`config.mk`:
```
export PLATFORM = sky130hd
export DESIGN_NAME = io_ccff_loader
export DESIGN_NICKNAME = d
export VERILOG_FILES = /design/src/rtl/io_ccff_loader.sv
export SDC_FILE = /design/constraint.sdc
export NUM_CORES = 1
export LEC_CHECK = 0
export CORE_UTILIZATION = 52
export CTS_BUF_LIST = sky130_fd_sc_hd__clkbuf_8
export CTS_CLUSTER_DIAMETER = 50
export DETAILED_ROUTE_END_ITERATION = 8
export PLACE_DENSITY = 0.81
export SLEW_MARGIN = 30
export SYNTH_ARGS = -nofsm -noshare
export SYNTH_HDL_FRONTEND = slang
export SYNTH_SLANG_ARGS = --single-unit
```
`constraint.sdc`:
```
create_clock -name prog_clk -period 1.9 [get_ports prog_clk]
set_input_delay 0.38 -clock prog_clk [delete_from_list [all_inputs] [get_ports prog_clk]]
set_output_delay 0.38 -clock prog_clk [all_outputs]
set_load 0.03 [all_outputs]
```
`src/rtl/io_ccff_loader.sv`:
```
// Streams a bitstream into an IO-tile configuration flop chain, bit 0 first, so image bit 0
// settles in the flop nearest the tail. Define IO_CCFF_READBACK_EN to add the re-shift readback check.
module io_ccff_loader #(
  parameter int CHAIN_LEN = 8,
  parameter int WORD_W    = 4
) (
  input  logic              prog_clk,
  input  logic              pReset,
  input  logic              start,
  input  logic [WORD_W-1:0] cfg_data,
  input  logic              cfg_valid,
  output logic              cfg_ready,
  output logic              ccff_head,
  output logic              ccff_shift_en,
  input  logic              ccff_tail,
  output logic              busy,
  output logic              done,
  output logic              err,
  output logic [1:0]        dbg_state_o
);

  localparam int NWORDS    = (CHAIN_LEN + WORD_W - 1) / WORD_W;
  localparam int LAST_BITS = CHAIN_LEN - (NWORDS - 1) * WORD_W;
  localparam int BC_W      = $clog2(CHAIN_LEN + 1);
  localparam int WC_W      = $clog2(NWORDS + 1);
  localparam int BUF_CW    = $clog2(WORD_W + 1);

  typedef enum logic [1:0] {
    S_IDLE   = 2'd0,
    S_LOAD   = 2'd1,
    S_VERIFY = 2'd2,
    S_DONE   = 2'd3
  } state_t;

  // Handshake: a word moves on a prog_clk edge where cfg_valid && cfg_ready; cfg_data is
  // sampled on that edge only, and cfg_valid may stay high across back-to-back words.
  state_t              state_q, state_d;
  logic [BC_W-1:0]     bit_cnt_q, bit_cnt_d;
  logic [WC_W-1:0]     words_left_q, words_left_d;
  logic [WORD_W-1:0]   buf_q, buf_d;
  logic [BUF_CW-1:0]   buf_cnt_q, buf_cnt_d;
  logic                shift_load;
  logic                accept;
  logic                unused_tail;

`ifdef IO_CCFF_READBACK_EN
  logic [CHAIN_LEN-1:0] image_q, image_d;
  logic [CHAIN_LEN:0]   image_in;
  logic [CHAIN_LEN:0]   image_rot;
  logic                 err_q, err_d;
`endif

  assign shift_load    = (state_q == S_LOAD) && (buf_cnt_q != '0);
  assign cfg_ready     = (state_q == S_LOAD) && (words_left_q != '0) &&
                         (buf_cnt_q <= BUF_CW'(1));
  assign accept        = cfg_ready && cfg_valid;
  assign ccff_shift_en = shift_load || (state_q == S_VERIFY);
  assign busy          = (state_q != S_IDLE);
  assign done          = (state_q == S_DONE);
  assign dbg_state_o   = state_q;
  assign unused_tail   = ccff_tail;

`ifdef IO_CCFF_READBACK_EN
  assign ccff_head = shift_load ? buf_q[0] :
                     (state_q == S_VERIFY) ? image_q[0] : 1'b0;
  assign err       = err_q;
  // Image fills from the top so bit 0 ends at index 0; VERIFY rotates it back through the chain.
  assign image_in  = {ccff_head, image_q};
  assign image_rot = {image_q[0], image_q};
`else
  assign ccff_head = shift_load ? buf_q[0] : 1'b0;
  assign err       = 1'b0;
`endif

  always_comb begin
    state_d      = state_q;
    bit_cnt_d    = bit_cnt_q;
    words_left_d = words_left_q;
    buf_d        = buf_q;
    buf_cnt_d    = buf_cnt_q;
`ifdef IO_CCFF_READBACK_EN
    image_d      = image_q;
    err_d        = err_q;
`endif
    case (state_q)
      S_IDLE: begin
        if (start) begin
          state_d      = S_LOAD;
          bit_cnt_d    = '0;
          words_left_d = WC_W'(NWORDS);
          buf_d        = '0;
          buf_cnt_d    = '0;
`ifdef IO_CCFF_READBACK_EN
          err_d        = 1'b0;
`endif
        end
      end
      S_LOAD: begin
        // A new word may land in the same cycle the last buffered bit shifts out.
        if (accept) begin
          buf_d        = cfg_data;
          buf_cnt_d    = (words_left_q == WC_W'(1)) ? BUF_CW'(LAST_BITS) : BUF_CW'(WORD_W);
          words_left_d = words_left_q - WC_W'(1);
        end else if (shift_load) begin
          buf_d     = buf_q >> 1;
          buf_cnt_d = buf_cnt_q - BUF_CW'(1);
        end
        if (shift_load) begin
          bit_cnt_d = bit_cnt_q + BC_W'(1);
`ifdef IO_CCFF_READBACK_EN
          image_d   = image_in[CHAIN_LEN:1];
`endif
          if (bit_cnt_q == BC_W'(CHAIN_LEN - 1)) begin
            bit_cnt_d = '0;
`ifdef IO_CCFF_READBACK_EN
            state_d   = S_VERIFY;
`else
            state_d   = S_DONE;
`endif
          end
        end
      end
`ifdef IO_CCFF_READBACK_EN
      S_VERIFY: begin
        image_d   = image_rot[CHAIN_LEN:1];
        bit_cnt_d = bit_cnt_q + BC_W'(1);
        if (ccff_tail != image_q[0]) err_d = 1'b1;
        if (bit_cnt_q == BC_W'(CHAIN_LEN - 1)) begin
          bit_cnt_d = '0;
          state_d   = S_DONE;
        end
      end
`endif
      S_DONE:  state_d = S_IDLE;
      default: state_d = S_IDLE;
    endcase
  end

  always_ff @(posedge prog_clk or posedge pReset) begin
    if (pReset) begin
      state_q      <= S_IDLE;
      bit_cnt_q    <= '0;
      words_left_q <= '0;
      buf_q        <= '0;
      buf_cnt_q    <= '0;
`ifdef IO_CCFF_READBACK_EN
      image_q      <= '0;
      err_q        <= 1'b0;
`endif
    end else begin
      state_q      <= state_d;
      bit_cnt_q    <= bit_cnt_d;
      words_left_q <= words_left_d;
      buf_q        <= buf_d;
      buf_cnt_q    <= buf_cnt_d;
`ifdef IO_CCFF_READBACK_EN
      image_q      <= image_d;
      err_q        <= err_d;
`endif
    end
  end

endmodule

```
==> results.sh <==
export IMPL_cp_slowest_cell="dfrtp_1"
export IMPL_power_density_mw_per_mm2=1940
export IMPL_fin_cells=132
export IMPL_syn_avg_cell_area_um2=9.53
export IMPL_rsz0062_at_grt="yes"
export IMPL_num_vias=747
export IMPL_grt_pass1_wl_um=2950
export IMPL_layout_drive_gt1_share_pct=25.9
export IMPL_cp_data_arrival_time_ps=1600
export IMPL_period_needed_ps=1980
export IMPL_path_cells="buf_4, buf_4, ha_2, o21bai_2, and3_4, buf_6"
export IMPL_dr_pass1_iters=4
export IMPL_drt_initial_drc_count=12
export IMPL_synthesis_area_um2=867
export IMPL_crit_family="buffers and inverters"
export IMPL_post_dp_hpwl_um=1230
export IMPL_dp_cells=124
export IMPL_finalHoldViolations=0
export IMPL_p_total_mw=2.29
export IMPL_cp_startpoint="buf_cnt_q[0]"
export IMPL_grt_max_degree=16
export IMPL_postLayoutCellArea_mm2=0.00118
export IMPL_holdBufCountCts=0
export IMPL_crit_type="reg2out"
export IMPL_drc=0
export IMPL_final_net_count=131
export IMPL_grt_ovfl_total=0
export IMPL_required_ps=1520
export IMPL_postRouteAntennaNets=0
export IMPL_wl_um=1880
export IMPL_slew_limit_headroom_pct=62.0
export IMPL_synth_cells=91
export IMPL_fmax_mhz=505
export IMPL_hp_class="reg2reg"
export IMPL_synth_area_leader_cell="dfrtp_1"
export IMPL_p_leak_nw=0.603
export IMPL_numCtsBuffers=3
export IMPL_seq_area_frac_synth_pct=43.3
export IMPL_violations="negative setup slack"
export IMPL_synth_seq_cells=15
export IMPL_cp_end_kind="output port"
export IMPL_maxCapViolCount=0
export IMPL_cp_num_buf_inv=3
export IMPL_diodes=0
export IMPL_hold_start="bit_cnt_q[3]"
export IMPL_finalCritPeriodShare_pct=104
export IMPL_die_x_um=42.8
export IMPL_cpPeakStageDelay_ps=400
export IMPL_tns_ps=-148
export IMPL_synthesis_nets=105
export IMPL_clock_path_buffers=2
export IMPL_dieArea_mm2=0.00183
export IMPL_start_kind="flop"
export IMPL_place_area_mm2=0.00106
export IMPL_clock_sinks=15
export IMPL_cts_tree="done"
export IMPL_antenna_found_initial=0
export IMPL_ios=17
export IMPL_cts_root_buffer="clkbuf_8"
export IMPL_insertion_delay_ps=240
export IMPL_yosysWarningCount=0
export IMPL_vias_per_cell=5.66
export IMPL_pre_cts_slack_ps=30.2
export IMPL_core_area_mm2=0.00152
export IMPL_start_util_pct=56.9
export IMPL_cts_max_level=1
export IMPL_maxSlewViolCount=0
export IMPL_peakVddDrop_v=0.00101
export IMPL_synthToLayoutAreaGrowth_pct=35.9
export IMPL_yosys_top_cells_area="dfrtp_1 (43%), ha_1 (7.2%), o21ai_0 (4.0%)"
export IMPL_rows=14
export IMPL_status="complete, but fails checks"
export IMPL_synth_top_area_share_pct=43.3
export IMPL_grt_usage_pct=21.4
export IMPL_r2r_start="buf_cnt_q[0]"
export IMPL_wl_per_cell_um=14.3
export IMPL_ys_types=33
export IMPL_setup_violations=2
export IMPL_clkSlewWorstSetupHoldPaths_ps=60
export IMPL_fin_skew_ps=0.596
export IMPL_setup_slack_ps=-79.4
export IMPL_critPathMaxFanout=3
export IMPL_cp_common_cell="buf_4"
export IMPL_first_global_vias=691
export IMPL_gp_congestion=0.780
export IMPL_worstMarginPinSlew_ps=569
export IMPL_die_h_um=42.8
export IMPL_port_buffers=14
through the flow:
| stage | utilization [%] | hold slack (ps) |
|---|---|---|
| final | 77.3 | 467 |
| after CTS | 75.5 | 467 |
| after floorplan | - | 281 |
| after detailed placement | 69.5 | 460 |
| after global placement | 69.5 | 456 |
| after global routing | 77.3 | 495 |
path summary, 6_finish.rpt:
kind                                   to  slack [ps]  cells after the start
setup / recovery                cfg_ready         -80                      6
hold / removal             dbg_state_o[1]         470                      1
setup reg to reg             buf_cnt_q[2]          80                      8
hold reg to reg            dbg_state_o[1]         470                      1
max in group asynchronous  dbg_state_o[0]        1030                      2
min in group asynchronous    bit_cnt_q[2]         490                      2
metal layers:
metal / GRT usage (%) / wire length (um)
met3: 3.83 / 75
met5: 0 / 0
met4: 7.50 / 12
met1: 26.9 / 829
met2: 36.7 / 967
logic make-up after synthesis:
| family | share of synthesized area (%) |
|---|---|
| DFF | 43.3 |
| and+or+nand+nor | 21.9 |
| adders and majority gates | 7.22 |
| AOI/OAI and AO/OA | 19.2 |
| other | 0.432 |
| buffers and inverters | 6.78 |
| muxes | 1.15 |
timing repair:
item / in CTS / in global routing
pin swaps: 2 / 2
endpoints found under the setup margin: 3 / 5
setup buffers: 2 / 2
gates resized for setup: 8 / 5
sequential cells by signal (all words and copies together) (netlist names):
| register | flops |
|---|---|
| bit_cnt_q | 4 |
| buf_cnt_q | 3 |
| words_left_q | 2 |
| buf_q | 4 |
| dbg_state_o | 2 |
area by class of cell:
class | count | area, um^2
fill | 112 | 345
clock buffer | 3 | 41.3
tap | 16 | 20.0
inverter | 7 | 26.3
sequential | 15 | 375
clock inverter | 1 | 3.75
timing repair buffer | 26 | 234
multi-input combinational | 64 | 478
Yosys cell counts:
cell type  instances
dfrtp_1           15
nand2_1            8
nor2_1             8
inv_1              7
o21ai_0            7
ha_1               5
a221o_1            3
a22o_1             3
and3_1             3
nor3b_1            3
a21o_1             2
and2_1             2
buf_2              2
nand2b_1           2
nand3_1            2
nor2b_1            2
a21oi_1            1
a31o_4             1
buf_4              1
buf_6              1
clkbuf_1           1
conb_1             1
mux2i_1            1
nor2_2             1
nor4_1             1
o21bai_2           1
o2bb2ai_1          1
o31ai_1            1
o32a_1             1
or2_2              1
or2_4              1
or2b_1             1
or3_1              1
cells in the final DEF (no fill, tap or decap), types with 3 or more instances in the layout:
cell type,Yosys,final
o21ai_0,7,7
clkbuf_8,0,3
nor2_1,8,8
nand2_1,8,8
a22o_1,3,3
inv_1,7,6
clkdlybuf4s50_1,0,8
nor3b_1,3,3
a221o_1,3,3
dfrtp_1,15,15
buf_4,1,13
where the power goes:
part / switching (mW) / internal (mW)
Sequential: 0.110 / 0.468
Clock: 0.107 / 0.143
Combinational: 0.745 / 0.714
Total: 0.962 / 1.32
Power figures use the tool's default switching activity.
